[config.mk]
export PLATFORM = sky130hd
export DESIGN_NAME = rsa_modexp_engine
export DESIGN_NICKNAME = d
export VERILOG_FILES = /design/src/rtl/rsa_modexp_engine.sv
export SDC_FILE = /design/constraint.sdc
export NUM_CORES = 1
export LEC_CHECK = 0
export BUFFER_PORTS_ARGS = -buffer_cell sky130_fd_sc_hd__buf_2
export CAP_MARGIN = 20
export CORE_MARGIN = 2
export CORE_UTILIZATION = 50
export CTS_CLUSTER_SIZE = 30
export DETAILED_ROUTE_END_ITERATION = 12
export PLACE_DENSITY_LB_ADDON = 0.08
export SLEW_MARGIN = 10
export SYNTH_ARGS = -nofsm -noshare
export SYNTH_HDL_FRONTEND = slang
export SYNTH_SLANG_ARGS = --single-unit
[constraint.sdc]
create_clock -name clk -period 6.9 [get_ports clk]
set_input_delay 0.345 -clock clk [delete_from_list [all_inputs] [get_ports clk]]
set_output_delay 0.345 -clock clk [all_outputs]
set_load 0.01 [all_outputs]
[src/rtl/rsa_modexp_engine.sv]
// RSA modular exponentiation (x^E or x^D mod N) using bit-serial Montgomery
// multiplication and a fixed square-and-always-multiply schedule.
module rsa_modexp_engine #(
    parameter int K    = 12,
    parameter int LOGK = 4,
    parameter int N    = 3551,
    parameter int R2   = 2292,
    parameter int E    = 5,
    parameter int D    = 1373
) (
    input  logic         clk,
    input  logic         rst_n,
    input  logic         in_valid,
    output logic         in_ready,
    input  logic         mode,
    input  logic [K-1:0] data_in,
    output logic         out_valid,
    input  logic         out_ready,
    output logic [K-1:0] data_out,
    output logic         err,
    output logic         busy
);

    localparam logic [2:0] ST_IDLE  = 3'd0;
    localparam logic [2:0] ST_CHECK = 3'd1;
    localparam logic [2:0] ST_MM    = 3'd2;
    localparam logic [2:0] ST_FIN   = 3'd3;
    localparam logic [2:0] ST_DONE  = 3'd4;

    localparam logic [2:0] OP_TOMX = 3'd0;
    localparam logic [2:0] OP_TOM1 = 3'd1;
    localparam logic [2:0] OP_SQR  = 3'd2;
    localparam logic [2:0] OP_MUL  = 3'd3;
    localparam logic [2:0] OP_FROM = 3'd4;

    localparam logic [K-1:0]    N_K      = K'(N);
    localparam logic [K-1:0]    R2_K     = K'(R2);
    localparam logic [K-1:0]    E_K      = K'(E);
    localparam logic [K-1:0]    D_K      = K'(D);
    localparam logic [K-1:0]    ONE_K    = K'(1);
    localparam logic [K+1:0]    N_ACC    = {2'b00, N_K};
    localparam logic [LOGK-1:0] CNT_LAST = LOGK'(K);
    localparam logic [LOGK-1:0] BIT_TOP  = LOGK'(K - 1);
    localparam logic [LOGK-1:0] CNT_ONE  = LOGK'(1);
    localparam logic [LOGK-1:0] CNT_ZERO = LOGK'(0);

    logic [2:0]      r_state;
    logic [2:0]      w_state_nxt;
    logic [2:0]      r_op;
    logic [K-1:0]    r_x;
    logic [K-1:0]    r_exp;
    logic [K-1:0]    r_mb;
    logic [K-1:0]    r_a;
    logic [K-1:0]    r_mm_a;
    logic [K-1:0]    r_mm_b;
    logic [K+1:0]    r_acc;
    logic [LOGK-1:0] r_cnt;
    logic [LOGK-1:0] r_bit;
    logic            r_in_ready;
    logic            r_out_valid;
    logic [K-1:0]    r_data_out;
    logic            r_err;
    logic            r_busy;

    logic            w_accept;
    logic            w_mm_last;
    logic [K+1:0]    w_addend;
    logic [K+1:0]    w_sum;
    logic [K+1:0]    w_sum_n;
    logic [K+1:0]    w_acc_nxt;
    logic [K+1:0]    w_diff;
    logic [K-1:0]    w_res;
    logic [K-1:0]    w_a_upd;

    assign in_ready  = r_in_ready;
    assign out_valid = r_out_valid;
    assign data_out  = r_data_out;
    assign err       = r_err;
    assign busy      = r_busy;

    // Montgomery step: add a_i*b, make even by adding N, halve; final cycle subtracts N once.
    always_comb begin
        w_accept  = in_valid & r_in_ready;
        w_mm_last = (r_cnt == CNT_LAST);
        w_addend  = r_mm_a[0] ? {2'b00, r_mm_b} : {(K+2){1'b0}};
        w_sum     = r_acc + w_addend;
        w_sum_n   = w_sum[0] ? (w_sum + N_ACC) : w_sum;
        w_acc_nxt = {1'b0, w_sum_n[K+1:1]};
        w_diff    = r_acc - N_ACC;
        w_res     = (r_acc >= N_ACC) ? w_diff[K-1:0] : r_acc[K-1:0];
        w_a_upd   = r_exp[K-1] ? w_res : r_a;
    end

    // Next-state decode for the transaction sequencer.
    always_comb begin
        w_state_nxt = r_state;
        case (r_state)
            ST_IDLE:  w_state_nxt = w_accept ? ST_CHECK : ST_IDLE;
            ST_CHECK: w_state_nxt = (r_x >= N_K) ? ST_DONE : ST_MM;
            ST_MM:    w_state_nxt = (w_mm_last && (r_op == OP_FROM)) ? ST_FIN : ST_MM;
            ST_FIN:   w_state_nxt = ST_DONE;
            ST_DONE:  w_state_nxt = (r_out_valid & out_ready) ? ST_IDLE : ST_DONE;
            default:  w_state_nxt = ST_IDLE;
        endcase
    end

    // State, datapath and registered outputs.
    always_ff @(posedge clk or negedge rst_n) begin
        if (!rst_n) begin
            r_state     <= ST_IDLE;
            r_op        <= OP_TOMX;
            r_x         <= {K{1'b0}};
            r_exp       <= {K{1'b0}};
            r_mb        <= {K{1'b0}};
            r_a         <= {K{1'b0}};
            r_mm_a      <= {K{1'b0}};
            r_mm_b      <= {K{1'b0}};
            r_acc       <= {(K+2){1'b0}};
            r_cnt       <= CNT_ZERO;
            r_bit       <= CNT_ZERO;
            r_in_ready  <= 1'b1;
            r_out_valid <= 1'b0;
            r_data_out  <= {K{1'b0}};
            r_err       <= 1'b0;
            r_busy      <= 1'b0;
        end else begin
            r_state    <= w_state_nxt;
            r_in_ready <= (w_state_nxt == ST_IDLE);
            r_busy     <= (w_state_nxt != ST_IDLE);
            case (r_state)
                ST_IDLE: begin
                    if (w_accept) begin
                        r_x   <= data_in;
                        r_exp <= mode ? D_K : E_K;
                    end
                end
                ST_CHECK: begin
                    if (r_x >= N_K) begin
                        r_data_out  <= {K{1'b0}};
                        r_err       <= 1'b1;
                        r_out_valid <= 1'b1;
                    end else begin
                        r_op   <= OP_TOMX;
                        r_mm_a <= r_x;
                        r_mm_b <= R2_K;
                        r_acc  <= {(K+2){1'b0}};
                        r_cnt  <= CNT_ZERO;
                    end
                end
                ST_MM: begin
                    if (!w_mm_last) begin
                        r_acc  <= w_acc_nxt;
                        r_mm_a <= r_mm_a >> 1;
                        r_cnt  <= r_cnt + CNT_ONE;
                    end else begin
                        r_acc <= {(K+2){1'b0}};
                        r_cnt <= CNT_ZERO;
                        // Each finished product is routed to its destination and seeds the next MM.
                        case (r_op)
                            OP_TOMX: begin
                                r_mb   <= w_res;
                                r_op   <= OP_TOM1;
                                r_mm_a <= ONE_K;
                                r_mm_b <= R2_K;
                            end
                            OP_TOM1: begin
                                r_a    <= w_res;
                                r_op   <= OP_SQR;
                                r_mm_a <= w_res;
                                r_mm_b <= w_res;
                                r_bit  <= BIT_TOP;
                            end
                            OP_SQR: begin
                                r_a    <= w_res;
                                r_op   <= OP_MUL;
                                r_mm_a <= w_res;
                                r_mm_b <= r_mb;
                            end
                            OP_MUL: begin
                                r_a    <= w_a_upd;
                                r_exp  <= r_exp << 1;
                                r_mm_a <= w_a_upd;
                                if (r_bit == CNT_ZERO) begin
                                    r_op   <= OP_FROM;
                                    r_mm_b <= ONE_K;
                                end else begin
                                    r_op   <= OP_SQR;
                                    r_mm_b <= w_a_upd;
                                    r_bit  <= r_bit - CNT_ONE;
                                end
                            end
                            OP_FROM: begin
                                r_a <= w_res;
                            end
                            default: begin
                                r_op <= OP_TOMX;
                            end
                        endcase
                    end
                end
                ST_FIN: begin
                    r_data_out  <= r_a;
                    r_err       <= 1'b0;
                    r_out_valid <= 1'b1;
                end
                ST_DONE: begin
                    if (out_ready) begin
                        r_out_valid <= 1'b0;
                    end
                end
                default: begin
                    r_out_valid <= 1'b0;
                end
            endcase
        end
    end

endmodule

Word level (Yosys, flattened, before mapping) --
Index checks and enable logic that the tools add are counted.
Word-level totals: output and inout bits 16, flip-flop bits (word level) 116, word-level logic and storage cells 113
Cells by class: add/sub/neg operators 5, bitwise logic cells 3, reduce and logical (&&, ||, !) cells 25, order comparisons 2, eq/ne operators 19, multiplexer cells 43
Operators with widths (number):
- 12-bit two-way mux | 12
- 12-bit one-hot mux with 2 select lines | 5
- 12-bit one-hot mux with 4 select lines | 1
- 12-bit one-hot mux with 3 select lines | 1
- 3-bit one-hot mux with 5 select lines | 2
- 14-bit two-way mux | 2
- 14-bit one-hot mux with 2 select lines | 1
- 4-bit one-hot mux with 2 select lines | 2
- 4-bit AND reduction | 4
- 3-bit two-way mux | 5
- 14-bit by 12-bit adder with 14-bit output | 1
- 14-bit by 12-bit adder with 14-bit output (second input constant) | 1
- 14-bit by 12-bit >= comparator with 1-bit output (second input constant) | 1
- 2-bit inequality test (second input constant) | 7
- 13-bit two-way mux | 1
- 3-bit by 2-bit == test with 1-bit output (second input constant) | 4
- 12-bit >= comparator (second input constant) | 1
- 4-bit two-way mux | 3
- 3-bit AND reduction | 4
- 12-bit subtractor (second input constant) | 1
- 11-bit two-way mux | 1
- 2-bit nonzero test | 5
- 3-bit zero test | 3
- 3-bit by 1-bit == test with 1-bit output (second input constant) | 2
- other kinds (19) | 27

Logic depth before layout (Yosys ltp) --
depth in word-level cells 7, gate-level depth with buffers 13, depth with buffers taken out 11

Worst setup path before layout --
No wires, ideal clock.
kind flip-flop to flip-flop, from reg r_mm_a[0], to reg r_acc[10], library setup time 136 ps, arrival time 2946 ps, stages on the path, launching flop included 14, path slack 3818 ps, period minus slack after synthesis 3082 ps, path through dfrtp_1 clkbuf_1 and2_1 ha_1 fa_1 a211oi_2 o31ai_2 xor2_1 or3_1 buf_2 o311ai_1 o211ai_1 mux2i_1 o311ai_1
On the way: cells in the longest elaborated chain, start to end 6
Ends and longest elaborated chain:
- start: declaration | line 54 | logic [K-1:0] r_mm_a;
- start signal: assignment | line 116 | r_mm_a <= {K{1'b0}};
- start signal: assignment | line 144 | r_mm_a <= r_x;
- start signal: assignment | line 153 | r_mm_a <= r_mm_a >> 1;
- 12-bit two-way mux (*) | line 85 | w_addend = r_mm_a[0] ? {2'b00, r_mm_b} : {(K+2){1'b0}};
- 14-bit by 12-bit adder with 14-bit output (*) | line 86 | w_sum = r_acc + w_addend;
- 14-bit by 12-bit adder with 14-bit output | line 87 | w_sum_n = w_sum[0] ? (w_sum + N_ACC) : w_sum;
- 14-bit two-way mux (*) | line 87
- 13-bit two-way mux (*) | line 151 | if (!w_mm_last) begin
- 14-bit one-hot mux with 2 select lines (*) | line 130 | case (r_state)
- end signal: assignment | line 146 | r_acc <= {(K+2){1'b0}};
- end signal: assignment | line 152 | r_acc <= w_acc_nxt;
- end signal: assignment | line 156 | r_acc <= {(K+2){1'b0}};
- end: declaration | line 56 | logic [K+1:0] r_acc;
Mark *: on every way between the ends. The rest lies on a longest branch, timed or not. A chain may end at the register's enable or synchronous reset.

Final worst setup path --
from reg r_mm_a[0], to reg r_acc[11]
Same word-level chain as after synthesis.

==> metrics.yaml <==
status: "finished, violations left"
violations: "hold timing"
synth.largest_area_cell: "sky130_fd_sc_hd__dfrtp_1"
multi_input_area_um2: 3310
crit_cells: 11
clkTransAtPathRegs_ns: 0.06
hold_slack_ns: -0.00471
drt_drc_violations_left: 0
final.setup_skew_ns: 0.00679
finalWeightedCongestion: 0.886
floorplan.die.width_um: 118
clock_tree.htree_level_count: 4
dp_slack_ns: 3.41
place.detailed.hpwl_um: 11600
insertion_delay_ns: 0.41
fin_setup_tns_ns: 0
num_io_pins: 33
worst_ep_arrival_time_ns: 3.69
required_time_of_the_critical_path_ns: 7.25
crit_chain: "and2_1, ha_1, fa_1, a211oi_2, o31ai_2, o221a_2, o21a_2, nor4_2, o32ai_2, a2111oi_2, a221o_1"
routed_via_density: 6.09
clock_sinks: 115
path_class: "flip-flop to flip-flop"
ctsHoldBuffers: 0
syn_nets: 712
layout-drive-gt1-share_pct: 16.3
power_density_nw_per_um2: 442
routedWlPerCell_um: 18.7
wirelength_um: 16500
endpoint_kind: "flip-flop"
drt_pre_antenna_iters: 9
floorplan.initialDensity_pct: 51.2
max_freq_mhz: 300
syn2layout_area_growth_pct: 12.1
cts-root-buf: "sky130_fd_sc_hd__clkbuf_16"
timing.rr.start: "r_mm_a[0]"
storage_cell_area_um2: 2880
drt.antenna.violating_nets: 0
vdd_drop_max_mv: 0.274
worst-r2r-setup-slack_ns: 3.56
grt_remaining_overflow: 0
synth.ff_latch_count: 115
crit_fanout: 13
report.final.hold_viol_count: 2
dieArea_um2: 13800
postCtsSetupBuffers: 0
number_of_global_route_vias_before_repair: 5190
instances_no_fill: 882
grt_first_pass_wirelength_um: 27300
drt_iter0_drc: 470
antenna_found_initial: 0
die_y_um: 118
critical-path-max-stage-delay_ns: 0.50
placedCellCount: 850
startpoint_types: "flip-flop"
leakage_nw: 3.15
final_min_period_over_clock_period_pct: 48.4
timing.final.max_slew_violations: 0
ys_async_sr_fraction_pct: 100
final_cell_area_um2: 7240
post-route-util_pct: 57.4
yosysUniqueCellTypes: 84
rsz0062_at_grt: "false"
cts-buffers-inserted: 17
synthCells: 677
worst_slew_margin_rel_pct: 40.0
post_synth.cell_area_avg_um2: 9.55
synth-edff-count: 0
critical-path-slowest-cell: "sky130_fd_sc_hd__dfrtp_1"
ys_warn_count: 0
row_count: 41
placed_cell_area_um2: 6690
actual_transition_at_the_worst_max_transition_pin_ns: 0.900
post_cts_resize_count: 0
crit_buf_inv: 0
ys.flop_type: "sky130_fd_sc_hd__dfrtp_1"
grt_use_total_pct: 24.8
core_um2: 12600
antenna_cells_inserted: 0
worst_slack_ns: 3.56
setup_viol_count_final: 0
tritoncts: "yes"
fraction_of_the_yosys_area_taken_by_sequential_cells_pct: 44.5
nFillCells: 1131
crit_start: "r_mm_a[0]"
leading_post_synthesis_cells_by_cell_area: "sky130_fd_sc_hd__dfrtp_1, sky130_fd_sc_hd__nand2_1, sky130_fd_sc_hd__o21ai_0"
clock_tree.buffer_depth: 2
buffer_ports.inserted: 32
grt_max_degree: 63
final.min_clock_period_ns: 3.34
finalNetCount: 733
rr_worst_depth: 11
yosysTopAreaCellShare_pct: 44.1
hp-class: "primary input to asynchronous set/reset pin"
cp_top_family: "compound AO/OA/AOI/OAI gates"
max-cap-violations: 0
mappedNetlistArea_um2: 6460
route.vias.total: 5368
[logic make-up (layout without fill, tap and decap cells)]
group | count (synthesis) | after routing | synth area share [%]
AO/OA/AOI/OAI | 226 | 226 | 25.0
AND/OR/NAND/NOR | 222 | 222 | 16.6
flip-flops | 115 | 115 | 44.5
buffers and inverters | 57 | 90 | 4.20
XOR/XNOR | 20 | 20 | 2.83
multiplexers | 19 | 19 | 3.23
adder cells (fa/ha/maj) | 18 | 18 | 3.60
[worst register-to-register path, stage by stage (launching register included)]
cell	delay, ns
sky130_fd_sc_hd__dfrtp_1	0.50
sky130_fd_sc_hd__and2_1	0.20
sky130_fd_sc_hd__ha_1	0.23
sky130_fd_sc_hd__fa_1	0.44
sky130_fd_sc_hd__a211oi_2	0.27
sky130_fd_sc_hd__o31ai_2	0.13
sky130_fd_sc_hd__o221a_2	0.30
sky130_fd_sc_hd__o21a_2	0.23
sky130_fd_sc_hd__nor4_2	0.28
sky130_fd_sc_hd__o32ai_2	0.17
sky130_fd_sc_hd__a2111oi_2	0.38
sky130_fd_sc_hd__a221o_1	0.15
[area by class of cell]
cell class | count | share of cell area [%]
Multi-Input combinational cell | 505 | 45.8
Sequential cell | 115 | 39.7
Clock buffer | 18 | 5.93
Timing Repair Buffer | 39 | 3.02
Tap cell | 172 | 2.97
Clock inverter | 13 | 1.54
Inverter | 20 | 1.04
[path summary, 6_finish.rpt]
path	to
min in group clk	r_x[2]
max in group asynchronous	data_out[7]
max	r_acc[11]
min	r_acc[4]
max reg2reg	r_acc[11]
min reg2reg	r_exp[5]
[Yosys cell counts (3+ instances only)]
library cell and count:
sky130_fd_sc_hd__nor2_1 51, sky130_fd_sc_hd__o211ai_1 15, sky130_fd_sc_hd__mux2_2 15, sky130_fd_sc_hd__xor2_1 6, sky130_fd_sc_hd__nor3_1 7, sky130_fd_sc_hd__o21a_1 13, sky130_fd_sc_hd__mux2i_1 4, sky130_fd_sc_hd__nor4_1 3
sky130_fd_sc_hd__and3_1 5, sky130_fd_sc_hd__dfrtp_1 114, sky130_fd_sc_hd__nand2_1 91, sky130_fd_sc_hd__o21ai_1 5, sky130_fd_sc_hd__a22o_1 21, sky130_fd_sc_hd__clkbuf_1 28, sky130_fd_sc_hd__inv_1 20, sky130_fd_sc_hd__or3_1 5
sky130_fd_sc_hd__a221oi_1 6, sky130_fd_sc_hd__a31oi_1 7, sky130_fd_sc_hd__a222oi_1 13, sky130_fd_sc_hd__a21oi_1 42, sky130_fd_sc_hd__and2_1 18, sky130_fd_sc_hd__o21ai_0 57, sky130_fd_sc_hd__ha_1 17, sky130_fd_sc_hd__nor2b_1 3
sky130_fd_sc_hd__nand3_1 15, sky130_fd_sc_hd__a21o_1 5, sky130_fd_sc_hd__xnor2_1 13, sky130_fd_sc_hd__nand2b_1 4
[sequential cells by signal (all words and copies together), names as in the netlist, 3 cells and up]
name      cells
data_out     12
r_a          12
r_acc        13
r_bit         4
r_cnt         4
r_exp        12
r_mb         12
r_mm_a       12
r_mm_b       12
r_op          3
r_state       3
r_x          12
[metal layers]
metal  share of wire [%]  vias up  GRT usage (%)
li1                    -     2525              -
met1                  45     2627           33.8
met2                  47      187           38.9
met3                 5.4       29           5.43
met4                 2.3        0           9.04
met5                   0        -              0
[stage by stage]
stage,hold slack [ns],power [W]
after floorplan,0.0494,0.00207
after global placement,0.444,0.00232
after detailed placement,0.456,0.00236
after CTS,0.0473,0.00319
after global routing,0.0840,0.00341
final,-0.00471,0.00320
[layout by cell type (no fill, tap or decap), drive strengths merged, types with 17 or more instances in the layout]
cell type	instances
o21ai	64
nor2	53
and2	18
dfrtp	114
nand2	92
a22o	21
clkbuf	18
a21oi	43
buf	39
ha	17
inv	22
[where the power goes]
group          switching [W]  leakage [nW]  internal (W)
Clock               0.000326         0.258      0.000491
Sequential          0.000200          1.48      0.000846
Combinational       0.000799          1.41      0.000541
Total                0.00132          3.15       0.00188
No activity file was read; power rests on OpenSTA's default activity.
